[src/rtl/ram_fifo_ctrl.sv]
// Stream FIFO controller for an external dual-port RAM with registered read address,
// with a two-entry output skid buffer. Optional watermark output: RAM_FIFO_WATERMARK_EN.
module ram_fifo_ctrl #(
  parameter int DATA_W = 16,
  parameter int ADDR_W = 8
`ifdef RAM_FIFO_WATERMARK_EN
  , parameter int AF_THRESH = (1 << ADDR_W) - 4
`endif
) (
  input  logic              clk,
  input  logic              rst,
  input  logic              i_flush,
  input  logic              s_valid,
  output logic              s_ready,
  input  logic [DATA_W-1:0] s_data,
  output logic              m_valid,
  input  logic              m_ready,
  output logic [DATA_W-1:0] m_data,
  output logic              ram_wr_en,
  output logic [ADDR_W-1:0] ram_wr_addr,
  output logic [DATA_W-1:0] ram_wr_data,
  output logic              ram_rd_en,
  output logic [ADDR_W-1:0] ram_rd_addr,
  input  logic [DATA_W-1:0] ram_rd_data,
  output logic [ADDR_W+1:0] o_count,
  output logic              o_empty
`ifdef RAM_FIFO_WATERMARK_EN
  , output logic            o_almost_full
`endif
);

  localparam logic [ADDR_W:0] FULL_CNT = (ADDR_W+1)'(1 << ADDR_W);

  logic [ADDR_W-1:0] wr_ptr;
  logic [ADDR_W-1:0] rd_ptr;
  logic [ADDR_W:0]   ram_cnt;
  logic              pend;
  logic [1:0]        skid_cnt;
  logic [DATA_W-1:0] skid [2];

  logic              push;
  logic              pop;
  logic              fetch;
  logic [2:0]        occ;
  logic [1:0]        slot;

  assign s_ready     = (ram_cnt != FULL_CNT);
  assign push        = s_valid & s_ready;
  // Held low while reset is asserted even if the producer is already offering data.
  assign ram_wr_en   = push & rst;
  assign ram_wr_addr = wr_ptr;
  assign ram_wr_data = s_data;

  assign m_valid     = (skid_cnt != 2'd0);
  assign pop         = m_valid & m_ready;
  assign m_data      = skid[0];

  // Skid occupancy once the in-flight word lands and this cycle's pop leaves.
  assign occ         = 3'(skid_cnt) + 3'(pend) - 3'(pop);
  assign fetch       = (ram_cnt != '0) && (occ < 3'd2);
  assign ram_rd_en   = fetch;
  assign ram_rd_addr = rd_ptr;

  assign slot        = skid_cnt - 2'(pop);

  assign o_count     = (ADDR_W+2)'(ram_cnt) + (ADDR_W+2)'(pend) + (ADDR_W+2)'(skid_cnt);
  assign o_empty     = (o_count == '0);
`ifdef RAM_FIFO_WATERMARK_EN
  assign o_almost_full = (o_count >= (ADDR_W+2)'(AF_THRESH));
`endif

  always_ff @(posedge clk or negedge rst) begin
    if (!rst) begin
      wr_ptr   <= '0;
      rd_ptr   <= '0;
      ram_cnt  <= '0;
      pend     <= 1'b0;
      skid_cnt <= 2'd0;
      skid[0]  <= '0;
      skid[1]  <= '0;
    end else if (i_flush) begin
      wr_ptr   <= '0;
      rd_ptr   <= '0;
      ram_cnt  <= '0;
      pend     <= 1'b0;
      skid_cnt <= 2'd0;
    end else begin
      // RAM address stage: pointers and occupancy.
      if (push)
        wr_ptr <= wr_ptr + ADDR_W'(1);
      if (fetch)
        rd_ptr <= rd_ptr + ADDR_W'(1);
      ram_cnt <= ram_cnt + (ADDR_W+1)'(push) - (ADDR_W+1)'(fetch);
      pend    <= fetch;

      // Skid stage: shift on pop, then land the RAM word in the first free slot.
      skid_cnt <= slot + 2'(pend);
      if (pop)
        skid[0] <= skid[1];
      if (pend) begin
        if (slot == 2'd0)
          skid[0] <= ram_rd_data;
        else
          skid[1] <= ram_rd_data;
      end
    end
  end

endmodule

[config.mk]
export PLATFORM = sky130hd
export DESIGN_NAME = ram_fifo_ctrl
export DESIGN_NICKNAME = d
export VERILOG_FILES = /design/src/rtl/ram_fifo_ctrl.sv
export SDC_FILE = /design/constraint.sdc
export NUM_CORES = 1
export LEC_CHECK = 0
export ABC_AREA = 1
export CAP_MARGIN = 15
export CORE_MARGIN = 3
export CORE_UTILIZATION = 46
export CTS_CLUSTER_SIZE = 12
export DETAILED_ROUTE_END_ITERATION = 10
export GPL_TIMING_DRIVEN = 0
export PLACE_DENSITY = 0.76
export SYNTH_ARGS = -nofsm -noshare
export SYNTH_HDL_FRONTEND = slang
export SYNTH_SLANG_ARGS = --single-unit
export TNS_END_PERCENT = 20
[constraint.sdc]
create_clock -name clk -period 3 [get_ports clk]
set_input_delay 0.3 -clock clk [delete_from_list [all_inputs] [get_ports clk]]
set_output_delay 0.3 -clock clk [all_outputs]
set_load 0.01 [all_outputs]
== After elaboration in Yosys (flattened, before gate mapping) ==
Index checks and enable logic that the tools add are counted.
W data, S select, Z words.

* $add $sub $neg: 10
* Multipliers: 0
* Divide/modulo/power cells: 0
* $lt $le $gt $ge: 1
* Eq/ne operators: 1
* Shifts and indexed selects: 0
* Multiplexer cells: 11
* Bitwise gates (word level): 5
* Reductions and logical operators: 8

{| class="wikitable"
|+ Operators by type and width
! cell !! count
|-
| $mux W16 || 3
|-
| $mux W32 || 1
|-
| $mux W8 || 4
|-
| $add A8 B1 Y8 const B || 2
|-
| $add A10 B2 Y10 || 1
|-
| $add A9 B1 Y10 || 1
|-
| $logic_not A10 Y1 || 1
|-
| $add A9 B1 Y9 || 1
|-
| $mux W9 || 1
|-
| $ne A9 B9 Y1 const B || 1
|-
| $reduce_bool A9 Y1 || 1
|-
| $sub A9 B1 Y9 || 1
|-
| $reduce_bool A2 Y1 || 3
|-
| $add A2 B1 Y3 || 1
|-
| $and A1 B1 Y1 || 3
|-
| $lt A3 B2 Y1 const B || 1
|-
| $reduce_and A3 Y1 || 1
|-
| $sub A3 B1 Y3 || 1
|-
| $add A2 B1 Y2 || 1
|-
| $logic_not A2 Y1 || 1
|-
| $mux W2 || 1
|-
| $not A1 Y1 || 2
|-
| $sub A2 B1 Y2 || 1
|-
| $logic_and A1 B1 Y1 || 1
|-
| $mux W1 || 1
|}

* Register bits: 60
* Latch bits: 0
* RAM bits: 0
* Bits in read-only memories: 0
* Input bits: 37
* Output and inout bits: 63
* Word-level logic and storage cells: 43
* Memories kept: 0

== Logic depth before layout (Yosys ltp) ==
* Word-level depth: 7
* Depth in mapped cells: 22
* Depth with buffers taken out: 22

== Worst setup path after synthesis ==
Ideal clock, no wire load.

* Path type: input port to flip-flop
* Start: in m_ready
* End: reg ram_cnt[8]
* Library setup time: 119 ps
* Arrival: 3062 ps
* Path slack: -181 ps
* Cell stages on the path: 21
* Path buffers: 1
* Cells stage by stage: buf_6 or2_4 nand2_1 nand2_1 fa_1 nand2_1 nor2_1 nand2_1 inv_1 ha_1 inv_1 ha_1 fa_1 nand2_1 nand2_1 a21oi_1 inv_1 nand2_1 nand3_1 nand2_1 nor2_1

* Longest elaborated chain between the ends: 6

{| class="wikitable"
|+ RTL lines
! item !! line !! RTL
|-
| from (decl) || 17 || <nowiki>input logic m_ready,</nowiki>
|-
| $and A1 B1 Y1 || 55 || <nowiki>assign pop = m_valid & m_ready;</nowiki>
|-
| $sub A3 B1 Y3 || 59 || <nowiki>assign occ = 3'(skid_cnt) + 3'(pend) - 3'(pop);</nowiki>
|-
| $lt A3 B2 Y1 || 60 || <nowiki>assign fetch = (ram_cnt != '0) && (occ < 3'd2);</nowiki>
|-
| $logic_and A1 B1 Y1 || 60 ||
|-
| net ram_rd_en || 22 || <nowiki>output logic ram_rd_en,</nowiki>
|-
| $sub A9 B1 Y9 || 93 || <nowiki>ram_cnt <= ram_cnt + (ADDR_W+1)'(push) - (ADDR_W+1)'(fetch);</nowiki>
|-
| $mux W9 || 81 || <nowiki>end else if (i_flush) begin</nowiki>
|-
| to (signal assigned) || 93 ||
|-
| to (decl) || 36 || <nowiki>logic [ADDR_W:0] ram_cnt;</nowiki>
|}

The timed path passes the listed nets, and every way through them passes these cells.
A chain may end at the register's enable or synchronous reset.

== Worst setup path in the final report ==
* Start: reg skid_cnt[0]
* End: reg ram_cnt[8]

* Longest elaborated chain between the ends: 7
* Elaborated cells on any way between the ends: 8
* Classes of those cells: add/sub: 3; order compare: 1; mux: 1; bitwise: 1; reduce/logical: 2

{| class="wikitable"
|+ RTL lines
! item !! line !! RTL
|-
| from (decl) || 38 || <nowiki>logic [1:0] skid_cnt;</nowiki>
|-
| from (signal assigned) || 97 || <nowiki>skid_cnt <= slot + 2'(pend);</nowiki>
|-
| branches (longest 2 deep; another with $add A2 B1 Y3) || -- ||
|-
| $sub A3 B1 Y3 (*) || 59 ||
|-
| $lt A3 B2 Y1 (*) || 60 ||
|-
| $logic_and A1 B1 Y1 (*) || 60 ||
|-
| $sub A9 B1 Y9 (*) || 93 ||
|-
| $mux W9 (*) || 81 ||
|}

Every way passes the cells marked *.

==> results_dict.tcl <==
set metrics [dict create \
    final_hold_viol_count 0 \
    mappedNetlistNets 626 \
    h-tree-depth 3 \
    regArea_mm2 0.001503 \
    worstSkewPairLatency_ps 330 \
    tns_ps -91.21 \
    drv_slew 0 \
    hpwl_um 7121 \
    multi_input_area_mm2 0.002007 \
    antenna_found_initial 0 \
    cts_buffer_depth 2 \
    setup_viol 3 \
    fin_nets 728 \
    cp.arrival_ps 3280 \
    r2r_cells 21 \
    drc_errors 0 \
    portBuffers 82 \
    final_util 0.6392 \
    start_util 0.4863 \
    timing_worst_setup_path_type "flip-flop to flip-flop" \
    violations "negative setup slack" \
    slew_headroom 0.4869 \
    synth-seq-cells 60 \
    cp-end-kind "flip-flop" \
    gp_congestion 0.8603 \
    drt_iter0_drc 209 \
    first_global_vias 3666 \
    n_antenna_cell 0 \
    cts_made_buffers 9 \
    start_kind "flip-flop" \
    yosys_warnings 0 \
    syn_area_mm2 0.004096 \
    drt-vias-per-instance 4.966 \
    required_ps 3230 \
    period_share 1.017 \
    grt-ovfl-total 0 \
    rsz0062_at_grt "true" \
    root_buffer "clkbuf_8" \
    nFillCells 708 \
    vias 3839 \
    core_area_mm2 0.008423 \
    outcome "finished, violations left" \
    syn_inst 562 \
    area_growth_pct 31.43 \
    cts.clk_slew.worst_paths_ps 70 \
    fmax_mhz 327.9 \
    drive_above_1_share 0.1602 \
    ys_types 33 \
    tritoncts "yes" \
    min_path_type "primary input to async pin" \
    antenna_left 0 \
    synth_area_per_cell_um2 7.289 \
    fin_crit_ps 3050 \
    grt_pass1_wl_um 16500 \
    p_per_area_mw_per_mm2 948.5 \
    leakage_uw 0.002797 \
    clock-sinks 60 \
    maxCapViolCount 0 \
    die_height_um 100.4 \
    tightest_slew_ps 769.7 \
    grt_max_degree 62 \
    ios 100 \
    die_area_mm2 0.01007 \
    routedWlPerCell_um 12.95 \
    mostFrequentLayoutCells "168 x nand2_1, 80 x inv_1, 79 x clkdlybuf4s50_1" \
    grt_usage 0.2008 \
    mostFrequentLayoutCell "nand2_1" \
    ir_worst_vdd_mv 0.4038 \
    rows 33 \
    ys_seq_area_frac 0.3665 \
    fin_skew_ps 7.509 \
    crit_fanout 4 \
    setup_slack_ps -49.66 \
    die_w_um 100.4 \
    finalWirelength_um 10010 \
    drt_pass1_iterations 5 \
]
## what timing repair did
action | 4_1_cts | 5_1_grt
hold endpoints to repair | 0 | 0
hold buffers | 0 | 0
gates resized for setup | 5 | 21
setup buffers | 3 | 6
endpoints found under the setup margin | 6 | 8
pin swaps | 1 | 9
gates cloned | 0 | 0
## final timing paths
| check | start | end | slack, ps |
|---|---|---|---|
| hold reg to reg | skid[0] | skid[0] | 490 |
| max in group asynchronous | rst | skid_cnt[1] | 2410 |
| min in group clk | m_ready | m_data[0] | 450 |
| setup reg to reg | skid_cnt[0] | ram_cnt[8] | -50 |
| hold / removal | rst | ram_cnt[8] | 40 |
| setup / recovery | skid_cnt[0] | ram_cnt[8] | -50 |
## routing by layer
| metal | routed length (µm) | up-vias | global-route usage | share of wire |
|---|---|---|---|---|
| met5 | 0 | - | 0 | 0 |
| met4 | 120 | 0 | 0.05285 | 0.012 |
| met3 | 751 | 15 | 0.03614 | 0.075 |
| met1 | 4341 | 1770 | 0.2681 | 0.43 |
| met2 | 4801 | 138 | 0.3364 | 0.48 |
| li1 | - | 1916 | - | - |
## flip-flops by register name, indices dropped and copies added, names as in the netlist
register	count
m_data	16
skid	16
ram_cnt	9
ram_rd_addr	8
ram_wr_addr	8
skid_cnt	2
pend	1
## stage by stage
stage	power (µW)	instances	hold slack (ps)	instance area, µm²	worst slack, ps
floorplan	3173	562	4.409	4105	0.8997
global placement	4031	749	464.5	5057	-971.8
detailed placement	4131	749	436.5	5055	-271.5
CTS	4922	767	79.11	5270	-128.5
global route	5575	773	97.28	5384	-218.4
finish	5107	773	38.03	5384	-49.66
## power by group
group | total (µW) | switching, µW | internal, µW | leakage (µW)
logic | 3050 | 1620 | 1430 | 0.00193
registers | 1340 | 238 | 1100 | 0.000773
clock network | 722 | 324 | 397 | 0.0000979
## layout make-up
class	instances	share of cell area
inverter	87	0.06112
tap	105	0.02440
clock inverter	5	0.009761
multi-input combinational	367	0.3728
clock buffer	10	0.02556
timing repair buffer	91	0.1641
buffer	48	0.06321
sequential	60	0.2791
## logic make-up (layout without fill, tap and decap cells)
group / after synthesis / in the layout / share of synthesized area
adder cells (fa/ha/maj): 27 / 27 / 0.08980
AND/OR/NAND/NOR: 286 / 286 / 0.3033
flip-flops: 60 / 60 / 0.3665
AO/OA/AOI/OAI: 50 / 50 / 0.06842
XOR/XNOR: 4 / 4 / 0.008554
buffers and inverters: 135 / 241 / 0.1634
## critical path, stage by stage, from the launching register on
cell and delay [ps]:
dfrtp_1 340, inv_2 70, or2_4 260, nand2_4 70
nand2_4 50, fa_2 530, nand2_1 50, nor2_1 120
nand2_2 90, inv_2 80, ha_4 130, inv_2 40
ha_4 160, fa_2 370, nand2_2 70, nand2_2 50
a21oi_2 180, inv_2 70, nand2_2 80, nand3_2 50
nand2_1 60, nor2_1 40
## synthesized netlist by cell type, drive strengths merged
master | number | area, µm²
nand2 | 176 | 663.1
inv | 87 | 329.1
dfrtp | 60 | 1501
nand3 | 60 | 317.8
buf | 44 | 325.3
o21ai | 36 | 202.7
nor2 | 31 | 135.1
ha | 23 | 287.8
a21oi | 11 | 55.05
nor3 | 9 | 45.04
nand4 | 5 | 31.28
clkbuf | 4 | 15.01
fa | 4 | 80.08
nand3b | 3 | 35.03
xor2 | 3 | 26.28
o21bai | 2 | 15.01
or2 | 2 | 15.02
o31ai | 1 | 7.510
xnor2 | 1 | 8.760
Note: power is estimated with default switching activity, not from simulation.
